--- src/rtl/cat_update_scheduler.sv ---
// rtl/cat_update_scheduler.sv - CCT deadband filter and frame-aligned XYZ white point commit scheduler
module cat_update_scheduler #(
    parameter int unsigned HYST_K  = 50,
    parameter int unsigned TIMEOUT = 16,
    parameter logic [31:0] INIT_X  = 32'h0000F352,
    parameter logic [31:0] INIT_Y  = 32'h00010000,
    parameter logic [31:0] INIT_Z  = 32'h000116C9
) (
    input  logic        clk,
    input  logic        rst_n,
    input  logic [15:0] als_cct,
    input  logic        als_valid,
    input  logic        frame_start,
    output logic [15:0] conv_cct,
    output logic        conv_cct_valid,
    input  logic [95:0] conv_xyz,
    input  logic        conv_xyz_valid,
    output logic [95:0] xyz_active,
    output logic        xyz_update,
    output logic        busy,
    output logic        timeout_err,
    input  logic        err_clr
);

    typedef enum logic [1:0] {
        IDLE  = 2'd0,
        ISSUE = 2'd1,
        WAIT  = 2'd2,
        PEND  = 2'd3
    } state_t;

    localparam int          TW       = $clog2(TIMEOUT);
    localparam logic [TW-1:0] TMAX   = TW'(TIMEOUT - 1);
    localparam logic [16:0] HYST     = 17'(HYST_K);
    localparam logic [95:0] INIT_XYZ = {INIT_Z, INIT_Y, INIT_X};

    state_t        state;
    logic [15:0]   last_cct;
    logic          first_flag;
    logic [15:0]   hold_cct;
    logic          hold_valid;
    logic [TW-1:0] timer;
    logic [15:0]   req_cct;
    logic [95:0]   pending;

    logic          sample_vld;
    logic [15:0]   sample;
    logic [16:0]   sample_ext;
    logic [16:0]   last_ext;
    logic [16:0]   diff;
    logic          accept;

    // Pick this cycle's candidate sample: a live strobe beats the held one
    always_comb begin
        sample_vld = 1'b0;
        sample     = als_cct;
        if (als_valid) begin
            sample_vld = 1'b1;
            sample     = als_cct;
        end else if (hold_valid) begin
            sample_vld = 1'b1;
            sample     = hold_cct;
        end
    end

    // Kelvin deadband against the last committed CCT, computed without wrap
    always_comb begin
        sample_ext = {1'b0, sample};
        last_ext   = {1'b0, last_cct};
        diff       = (sample_ext >= last_ext) ? (sample_ext - last_ext) : (last_ext - sample_ext);
        accept     = sample_vld && (first_flag || (diff >= HYST));
    end

    // Request/response sequencer with frame-aligned commit and registered outputs
    always_ff @(posedge clk or negedge rst_n) begin
        if (!rst_n) begin
            state          <= IDLE;
            conv_cct       <= 16'd0;
            conv_cct_valid <= 1'b0;
            xyz_active     <= INIT_XYZ;
            xyz_update     <= 1'b0;
            busy           <= 1'b0;
            timeout_err    <= 1'b0;
            last_cct       <= 16'd0;
            first_flag     <= 1'b1;
            hold_cct       <= 16'd0;
            hold_valid     <= 1'b0;
            timer          <= '0;
            req_cct        <= 16'd0;
            pending        <= '0;
        end else begin
            conv_cct_valid <= 1'b0;
            xyz_update     <= 1'b0;

            if (err_clr) begin
                timeout_err <= 1'b0;
            end

            // Samples arriving mid-conversion park in a one-deep, newest-wins holder
            if (als_valid && (state != IDLE)) begin
                hold_cct   <= als_cct;
                hold_valid <= 1'b1;
            end

            case (state)
                IDLE: begin
                    if (!als_valid && hold_valid) begin
                        hold_valid <= 1'b0;
                    end
                    if (accept) begin
                        conv_cct <= sample;
                        req_cct  <= sample;
                        state    <= ISSUE;
                        busy     <= 1'b1;
                    end
                end
                ISSUE: begin
                    conv_cct_valid <= 1'b1;
                    timer          <= '0;
                    state          <= WAIT;
                end
                WAIT: begin
                    timer <= timer + TW'(1);
                    if (conv_xyz_valid) begin
                        pending <= conv_xyz;
                        state   <= PEND;
                    end else if (timer == TMAX) begin
                        // Give up on this request; last_cct stays so the next sample is judged fairly
                        if (!err_clr) begin
                            timeout_err <= 1'b1;
                        end
                        state <= IDLE;
                        busy  <= 1'b0;
                    end
                end
                PEND: begin
                    if (frame_start) begin
                        xyz_active <= pending;
                        xyz_update <= 1'b1;
                        last_cct   <= req_cct;
                        first_flag <= 1'b0;
                        state      <= IDLE;
                        busy       <= 1'b0;
                    end
                end
                default: begin
                    state <= IDLE;
                    busy  <= 1'b0;
                end
            endcase
        end
    end

endmodule

--- config.mk ---
export PLATFORM = sky130hd
export DESIGN_NAME = cat_update_scheduler
export DESIGN_NICKNAME = d
export VERILOG_FILES = /design/src/rtl/cat_update_scheduler.sv
export SDC_FILE = /design/constraint.sdc
export NUM_CORES = 1
export LEC_CHECK = 0
export BUFFER_PORTS_ARGS = -buffer_cell sky130_fd_sc_hd__clkbuf_2
export CAP_MARGIN = 30
export CORE_UTILIZATION = 35
export DETAILED_ROUTE_END_ITERATION = 12
export HOLD_SLACK_MARGIN = 0.1
export PLACE_DENSITY_LB_ADDON = 0.15
export SLEW_MARGIN = 10
export SYNTH_ARGS = -nofsm -noshare
export SYNTH_HDL_FRONTEND = slang
export SYNTH_SLANG_ARGS = --single-unit
export TNS_END_PERCENT = 100
--- constraint.sdc ---
create_clock -name clk -period 7 [get_ports clk]
set_input_delay 1.05 -clock clk [delete_from_list [all_inputs] [get_ports clk]]
set_output_delay 1.05 -clock clk [all_outputs]
set_load 0.05 [all_outputs]
; After elaboration in Yosys (flattened, before gate mapping)
; Cells that the tools add are included.
[op_classes]
n_eq_ne = 9
reduce_logical = 14
mux = 27
n_lt_le_gt_ge = 2
addsub = 3
[ops]
columns = operator, count
row1 = $sub A16 B16 Y17, 2
row2 = $mux W16, 2
row3 = $ge A17 B6 Y1 const B, 1
row4 = $mux W1, 17
row5 = $mux W17, 1
row6 = $ge A16 B16 Y1, 1
row7 = $mux W2, 4
row8 = $ne A2 B2 Y1 const B, 4
row9 = $pmux W2 S4, 1
row10 = $pmux W4 S2, 1
row11 = $reduce_and A2 Y1, 3
row12 = $reduce_and A5 Y1, 1
row13 = $add A4 B1 Y4 const B, 1
row14 = $eq A2 B2 Y1 const B, 2
row15 = $eq A4 B4 Y1 const B, 1
row16 = $reduce_bool A2 Y1, 2
row17 = $logic_and A1 B1 Y1, 3
row18 = $ne A3 B3 Y1 const B, 1
row19 = $pmux W1 S3, 1
row20 = $reduce_and A3 Y1, 1
row21 = $reduce_bool A3 Y1, 1
row22 = $eq A2 B1 Y1 const B, 1
row23 = $logic_not A2 Y1, 1
row24 = $logic_not A1 Y1, 1
row25 = $logic_or A1 B1 Y1, 1
[totals]
word_cells = 68
out_inout_bits = 116
in_bits = 118
ff_bits = 252

; Longest topological paths before layout
; Gate-level depths: netlist (run 1).
[depth]
depth_word = 9
ltp_mapped = 17
mapped_depth_nobuf = 15

; Worst setup path after synthesis (run 1)
; Ideal clock, no wire load.
[synth_path]
path_type = input-to-reg
startpoint = input port als_valid
endpoint = register req_cct[10]
arrival_time_ns = 5.019
setup_slack_ns = 1.856
required_ns = 6.875
n_path_buf = 4
setup_ns = 0.125
path_stages = 16
cell_sequence = nor2b_1 -> clkbuf_1 -> clkbuf_1 -> mux2_2 -> ha_1 -> clkbuf_1 -> nand3_1 -> or3_1 -> a21o_1 -> nand3_2 -> mux2_2 -> a22oi_1 -> a21oi_1 -> a211oi_4 -> buf_8 -> mux2_4
[synth_via]
elab_chain_cells = 7
word_cells_on_any_way = 10
cone_classes = add/sub: 2 / order compare: 2 / mux: 3 / reduce/logical: 3
[synth_rtl]
columns = item, line_no
row1 = start: declaration, 12  ; input logic als_valid,
row2 = $mux W16 *, 57  ; if (als_valid) begin
row3 = via sample[13], 47  ; logic [15:0] sample;
row4 = $sub A16 B16 Y17 / $ge A16 B16 Y1 (equally long branches), 70  ; diff = (sample_ext >= last_ext) ? (sample_ext - last_ext) : (last_ext - sample_ext);
row5 = $mux W17 *, 70
row6 = $ge A17 B6 Y1 *, 71  ; accept = sample_vld && (first_flag || (diff >= HYST));
row7 = $logic_or A1 B1 Y1 *, 71
row8 = $logic_and A1 B1 Y1 *, 71
row9 = $reduce_and A2 Y1 (no line) *, -
row10 = end signal: assignment, 112  ; req_cct <= sample;
row11 = end: declaration, 43  ; logic [15:0] req_cct;
; The timed path passes the listed nets; every way through them passes the cells marked *.
; A chain may end at the register's enable or synchronous reset.

; Worst setup path after layout (run 1)
[layout_path]
startpoint = input port als_valid
endpoint = register req_cct[4]
[layout_via]
elab_chain_cells = 7
word_cells_on_any_way = 10
cone_classes = add/sub: 2 / order compare: 2 / mux: 3 / reduce/logical: 3
[layout_rtl]
columns = item, line_no
row1 = $mux W16 *, 57
row2 = via sample[4], 47
row3 = $sub A16 B16 Y17 / $ge A16 B16 Y1 (equally long branches), 70
row4 = $mux W17, 70
row5 = $ge A17 B6 Y1, 71
row6 = $logic_or A1 B1 Y1, 71
row7 = $logic_and A1 B1 Y1, 71
row8 = $reduce_and A2 Y1 (no line), -
; Marked as above.

==> Implementation_results.wiki, run 1 <==
{| class="wikitable"
! Metric !! Value
|-
| # DRC || 0
|-
| Result of the run || finished, final reports clean
|-
| Post-Synthesis Cell Area || 11,600 µm²
|-
| Depth of the CTS H-tree || 1
|-
| Slew at the pin closest to its max-slew limit || 0.930 ns
|-
| Port bufs || 233
|-
| Post-Route Setup TNS || 0 ns
|-
| Growth of design area from synthesis to finish || 23.0%
|-
| Rel. slew slack || 0.380
|-
| CTS resizes || 0
|-
| Worst reg2reg path endpoint || req_cct[4]
|-
| Type of the worst setup path || primary input to flop
|-
| Async set or reset register ratio after synthesis || 1.00
|-
| Number of global-route vias before repair || 8,136
|-
| Area share of the largest cell type after synthesis || 0.503
|-
| Biggest area consumer among synthesized cells || dfrtp_1
|-
| Aggregate routed wire length || 27.8 mm
|-
| Number of buffers added to fix hold violations after cts || 0
|-
| Count of antenna-violating nets left after detailed routing || 0
|-
| Reg-to-reg critical path startpoint || hold_valid
|-
| Avg Vias per Cell || 4.81
|-
| Cell types occupying the most area after synthesis || dfrtp_1, mux2_2, dfstp_2, ha_1, o21ai_0
|-
| Height of the die || 184 µm
|-
| Post-layout nets || 1,277
|-
| Finish-stage setup viols || 0
|-
| Clock net sink count || 252
|-
| Category of the worst setup path capture point || flop
|-
| Top fanout value on the critical path || 16
|-
| Vias after detailed routing || 7,623
|-
| Post-synth top flop || dfrtp_1
|-
| Full die area || 33,800 µm²
|-
| Antenna Diode Count || 0
|-
| Number of buffers on the longest clock path || 3
|-
| Maxcap violations || 0
|-
| Number of violations reported at the end of detailed-routing iteration 0 || 357
|-
| Post-CTS setup repair buffer count || 0
|-
| Worst-skew pair later-pin latency || 0.55 ns
|-
| Placed wire-length estimate || 19.9 mm
|-
| Count of pins on the block boundary || 234
|-
| Average wire per cell in the routed design || 17.5 µm
|-
| Global-route wire length before repair || 44.4 mm
|-
| Clock period minus worst slack || 5.11 ns
|-
| Core box area || 32,500 µm²
|-
| Final estimated routing congestion in global placement || 0.882
|-
| Worst min-delay path category || flop to flop
|-
| Depth of the worst register-to-register path || 14
|-
| Number of cell rows || 66
|-
| Chip width || 184 µm
|-
| Setup Skew || 0.00831 ns
|-
| Number of register bits inferred by synthesis || 252
|-
| Flop-to-flop setup slack || 2.12 ns
|-
| Clock transition at the register clock pins on the worst setup and hold paths after CTS || 0.06 ns
|-
| Capturing instance or port of the critical path || req_cct[4]
|-
| Instance count of the mapped netlist || 890
|-
| Hold Fails Final Rpt || 0
|-
| CP startpoint kind || primary input
|-
| Count of distinct cell types in the synthesized netlist || 61
|-
| Clock root buffer || clkbuf_16
|-
| Share of the core filled with cells || 0.438
|-
| Remaining global-route overflow || 0
|-
| Number of enable-type register cells in the synthesized netlist || 0
|-
| Placed Instances || 1,530
|-
| Number of nets produced by synthesis || 1,047
|-
| Fraction of the yosys area taken by sequential cells || 0.546
|-
| Fin. max-slew vios || 0
|-
| Antenna violations before repair || 2
|-
| Maximum clock frequency || 196 MHz
|-
| Crit share post-route || 0.730
|-
| Global router's overall resource usage || 0.166
|-
| Mean Syn Cell Area || 13.0 µm²
|-
| CTS tree || done
|-
| Share of cells above drive strength 1 || 0.494
|-
| Endpoint required time on the critical path || 7.44 ns
|-
| Layout Cells excl Fill || 1,585
|-
| Number of warning messages in the yosys log || 0
|-
| Worst setup path startpoint || als_valid
|-
| Setup repair after global routing missed its margin || no
|-
| Pin count of the biggest net entering global routing || 157
|-
| Crit path arrival time || 5.54 ns
|-
| Starting density of the core || 0.356
|-
| Pre-antenna DRT Iters || 4
|-
| Number of clock buffers inserted by TritonCTS || 30
|}
-- through the flow --
| step | setup slack, ns | instance area, µm² | hold slack (ns) |
|---|---|---|---|
| 6_report | 1.89 | 14300 | 0.496 |
| 5_1_grt | 1.60 | 14300 | 0.512 |
| 3_3_place_gp | 1.38 | 13200 | 0.480 |
| 3_5_place_dp | 1.33 | 13200 | 0.487 |
| 4_1_cts | 1.92 | 14300 | 0.499 |
| 2_1_floorplan | 1.86 | 11600 | 0.474 |
-- layout make-up --
cell class | count | area, µm²
fill | 3147 | 18300
sequential | 252 | 6330
multi-input combinational | 547 | 4890
timing repair buffer | 241 | 1280
clock buffer | 47 | 885
tap | 442 | 553
inverter | 48 | 180
clock inverter | 8 | 130
-- state kept, by name (all words and copies together), names as in the netlist --
register        count
last_cct           16
req_cct            16
pending            96
timer               4
xyz_active         96
hold_cct           16
state               2
timeout_err         1
hold_valid          1
busy                1
xyz_update          1
first_flag          1
conv_cct_valid      1
-- Yosys cell counts (5+ instances only) --
master and n:
dfrtp_1 233, mux2_2 232, inv_1 47, nand2_1 41
o21ai_0 41, a21oi_1 37, ha_1 37, clkbuf_1 22
dfstp_2 19, nor2_1 17, buf_1 12, a21o_1 11
nand4_1 11, mux2_4 10, nand2b_1 8, nand3_1 8
xnor2_1 7, nor3_1 6, o21a_1 6, or3_1 6
a211oi_1 5, and3_1 5, xor2_1 5
-- layer usage --
| layer | global-route usage | vias to the layer above | wire length (µm) | share of wire |
|---|---|---|---|---|
| met3 | 0.0590 | 28 | 2310 | 0.083 |
| met1 | 0.206 | 3816 | 11600 | 0.42 |
| li1 | - | 3607 | - | - |
| met2 | 0.280 | 168 | 13500 | 0.49 |
| met4 | 0.0327 | 4 | 308 | 0.011 |
| met5 | 0 | - | 27 | 0.00097 |
-- placed cells by master (no fill, tap or decap), types with 6 or more instances in the layout --
master | netlist | layout
a21o_1 | 11 | 11
a21oi_1 | 37 | 37
clkbuf_1 | 22 | 10
clkbuf_16 | 0 | 30
clkbuf_2 | 0 | 232
clkbuf_8 | 0 | 7
dfrtp_1 | 233 | 233
dfstp_2 | 19 | 19
ha_1 | 37 | 37
inv_1 | 47 | 47
mux2_2 | 232 | 232
mux2_4 | 10 | 10
nand2_1 | 41 | 39
nand2b_1 | 8 | 8
nand3_1 | 8 | 8
nand4_1 | 11 | 11
nor2_1 | 17 | 17
nor3_1 | 6 | 6
o21a_1 | 6 | 6
o21ai_0 | 41 | 41
or3_1 | 6 | 6
xnor2_1 | 7 | 7
-- worst min path at each step --
stage / to / from / cells past startpoint / slack (ns)
CTS: xyz_active[93] / pending[93] / 1 / 0.50
finish: xyz_active[60] / pending[60] / 1 / 0.50
global route: hold_cct[4] / hold_cct[4] / 1 / 0.51
floorplan: xyz_active[95] / pending[95] / 1 / 0.47
global placement: xyz_active[71] / pending[71] / 1 / 0.48
detailed placement: xyz_active[11] / pending[11] / 1 / 0.49
-- worst max-delay path, stage by stage --
cell and delay [ns]:
clkbuf_2 0.12, nor2b_2 0.37, buf_4 0.30, mux2_2 0.39, ha_1 0.53, nand4_1 0.17
nor4_1 0.52, a211oi_2 0.14, nand3_2 0.19, mux2_2 0.37, a22oi_1 0.23, a21oi_1 0.17
a211oi_4 0.25, buf_4 0.34, mux2_2 0.38
-- logic make-up (layout without fill, tap and decap cells) --
logic type      after synthesis  in the layout  synth area share
simple gates                118            118            0.0513
flops                       252            252             0.546
fa+ha+maj                    39             39            0.0434
compound gates              135            135            0.0776
buf+inv                      91            344            0.0331
mux                         243            243             0.239
xor+xnor                     12             12           0.00907
Power of run 1 is not shown: default switching activity piles up to over one toggle a cycle in this logic, so the estimate is an artifact.
==> inputs of run 2 (changes only) <==
==> constraint.sdc (replaced) <==
create_clock -name clk -period 4.44 [get_ports clk]
set_input_delay 0.666 -clock clk [delete_from_list [all_inputs] [get_ports clk]]
set_output_delay 0.666 -clock clk [all_outputs]
set_load 0.05 [all_outputs]
==> Implementation_results.wiki, run 2 (synthesized netlist as in run 1, its figures left out) <==
{| class="wikitable"
! Metric !! Value
|-
| Core box area || 32,500 µm²
|-
| Clock net sink count || 252
|-
| Setup repair after global routing missed its margin || no
|-
| Post-Route Setup TNS || 0 ns
|-
| Aggregate routed wire length || 28.8 mm
|-
| Commonest cells after routing, fill and taps aside || dfrtp_1, mux2_2, clkbuf_2, buf_4, inv_1
|-
| Logic gate share of total power || 0.526
|-
| Final instance area || 14,900 µm²
|-
| Pint || 8080 µW
|-
| Most common cell after layout, fill and taps aside || dfrtp_1
|-
| Starting density of the core || 0.356
|-
| Crit path arrival time || 4.65 ns
|-
| CTS tree || done
|-
| Vias after detailed routing || 7,859
|-
| Proportion of power drawn by flip-flops and latches || 0.289
|-
| Maxcap violations || 0
|-
| Largest registers || pending x96, xyz_active x96
|-
| Clock root buffer || clkbuf_16
|-
| Chip width || 184 µm
|-
| Number of global-route vias before repair || 8,190
|-
| Worst-skew pair later-pin latency || 0.57 ns
|-
| Antenna violations before repair || 0
|-
| Category of the worst setup path capture point || flop
|-
| Count of antenna-violating nets left after detailed routing || 0
|-
| Average wire per cell in the routed design || 17.3 µm
|-
| Crit share post-route || 0.952
|-
| Slew at the pin closest to its max-slew limit || 0.895 ns
|-
| CP startpoint kind || flop
|-
| Fin. max-slew vios || 0
|-
| Number of clock buffers inserted by TritonCTS || 28
|-
| Pin count of the biggest net entering global routing || 95
|-
| P_sw || 5960 µW
|-
| Height of the die || 184 µm
|-
| Maximum clock frequency || 236 MHz
|-
| Cell area after placement || 13,900 µm²
|-
| Maximum ir drop on the vdd rail || 0.000378 V
|-
| Top fanout value on the critical path || 16
|-
| Source of the worst hold timing path || err_clr
|-
| Result of the run || finished, final reports clean
|-
| # DRC || 0
|-
| Static leakage || 0.00709 µW
|-
| Power per cell area || 941 nW/µm²
|-
| Clock transition at the register clock pins on the worst setup and hold paths after CTS || 0.06 ns
|-
| Hold Fails Final Rpt || 0
|-
| Clock period minus worst slack || 4.23 ns
|-
| Number of violations reported at the end of detailed-routing iteration 0 || 339
|-
| Share of power burned in the clock network || 0.184
|-
| Reg-to-reg critical path startpoint || hold_valid
|-
| Endpoint required time on the critical path || 4.86 ns
|-
| Setup Skew || 0.0352 ns
|-
| Global-route wire length before repair || 45.7 mm
|-
| Full die area || 33,800 µm²
|-
| Pre-antenna DRT Iters || 6
|-
| Number of cell rows || 66
|-
| Avg Vias per Cell || 4.73
|-
| Share of cells above drive strength 1 || 0.531
|-
| Port bufs || 233
|-
| Antenna Diode Count || 0
|-
| Final estimated routing congestion in global placement || 0.889
|-
| Global router's overall resource usage || 0.173
|-
| Remaining global-route overflow || 0
|-
| Worst setup path startpoint || hold_valid
|-
| Post-layout nets || 1,353
|-
| Rel. slew slack || 0.403
|-
| Finish-stage setup viols || 0
|-
| Switching share of total power || 0.424
|-
| Placed wire-length estimate || 21.1 mm
|-
| Worst min-delay path category || primary input to flop
|-
| Total power || 14,000 µW
|-
| Type of the worst setup path || flop to flop
|-
| Count of pins on the block boundary || 234
|-
| Number of buffers on the longest clock path || 3
|-
| Depth of the CTS H-tree || 1
|-
| Growth of design area from synthesis to finish || 28.7%
|}
-- run 2: cell types whose count changed in the layout (fill, tap and decap cells not counted), moves of 2 or more --
cell | before | now
clkbuf_1 | 10 | 5
clkbuf_16 | 30 | 28
ha_2 | 0 | 2
buf_8 | 3 | 1
buf_4 | 4 | 79
buf_12 | 1 | 6
bufinv_16 | 3 | 6
ha_1 | 37 | 35
-- run 2: metal layers --
metal / wire, µm / track usage / up-vias
met5: 0 / 0 / -
met4: 512 / 0.0377 / 0
met3: 2060 / 0.0545 / 37
met2: 13700 / 0.287 / 156
met1: 12500 / 0.219 / 3911
li1: - / - / 3755
-- run 2: cell type report --
cell class / instances / area, µm²
clock buffer: 39 / 802
fill: 3072 / 17600
tap: 442 / 553
clock inverter: 13 / 246
inverter: 48 / 180
multi-input combinational: 547 / 4900
sequential: 252 / 6330
timing repair buffer: 319 / 1900
-- run 2: per-stage QoR --
| step | cells | utilization | setup slack [ns] | hold WS, ns |
|---|---|---|---|---|
| finish | 1660 | 0.458 | 0.211 | 0.266 |
| global route | 1660 | 0.458 | 0.00310 | 0.238 |
| CTS | 1660 | 0.458 | 0.169 | 0.232 |
| detailed placement | 1607 | 0.426 | -0.201 | 0.487 |
| global placement | 1607 | 0.426 | -0.193 | 0.479 |
| floorplan | 890 | - | 0.0535 | 0.370 |
-- run 2: final timing paths --
check | end | slack, ns | cells after the start
worst min-delay path | timeout_err | 0.27 | 2
worst max-delay path | req_cct[7] | 0.21 | 17
worst min register to register | xyz_active[69] | 0.49 | 1
worst max register to register | req_cct[7] | 0.21 | 17
min in group asynchronous | pending[17] | 0.71 | 2
max in group asynchronous | hold_cct[4] | 2.73 | 3
-- run 2: power by group through the flow --
stage | combinational (µW) | clock (µW) | sequential [µW]
3_5_place_dp | 7430 | 0 | 4110
4_1_cts | 7460 | 2670 | 4080
3_3_place_gp | 7420 | 0 | 4070
5_1_grt | 7960 | 2760 | 4220
6_report | 7390 | 2590 | 4060
2_1_floorplan | 3410 | 0 | 5800
-- run 2: what timing repair did --
item                                    4_1_cts  5_1_grt
hold buffers                                  1        0
endpoints found under the hold margin         1        0
resized for setup                             0        3
endpoints found under the setup margin        0       17
buffers inserted                              0        0
-- run 2: worst max-delay path, stage by stage, from the launching register on --
cell and delay [ns]:
dfrtp_1 0.35, nor2b_2 0.19, buf_12 0.16, mux2_2 0.35, inv_1 0.06, ha_1 0.15
inv_1 0.05, fa_1 0.37, a21o_1 0.21, a221oi_4 0.34, o21ai_2 0.13, o31ai_4 0.19
xnor2_1 0.09, or4_4 0.55, a211oi_4 0.29, a211oi_4 0.11, buf_12 0.18, mux2_4 0.30
Note: power is estimated with default switching activity, not from simulation.
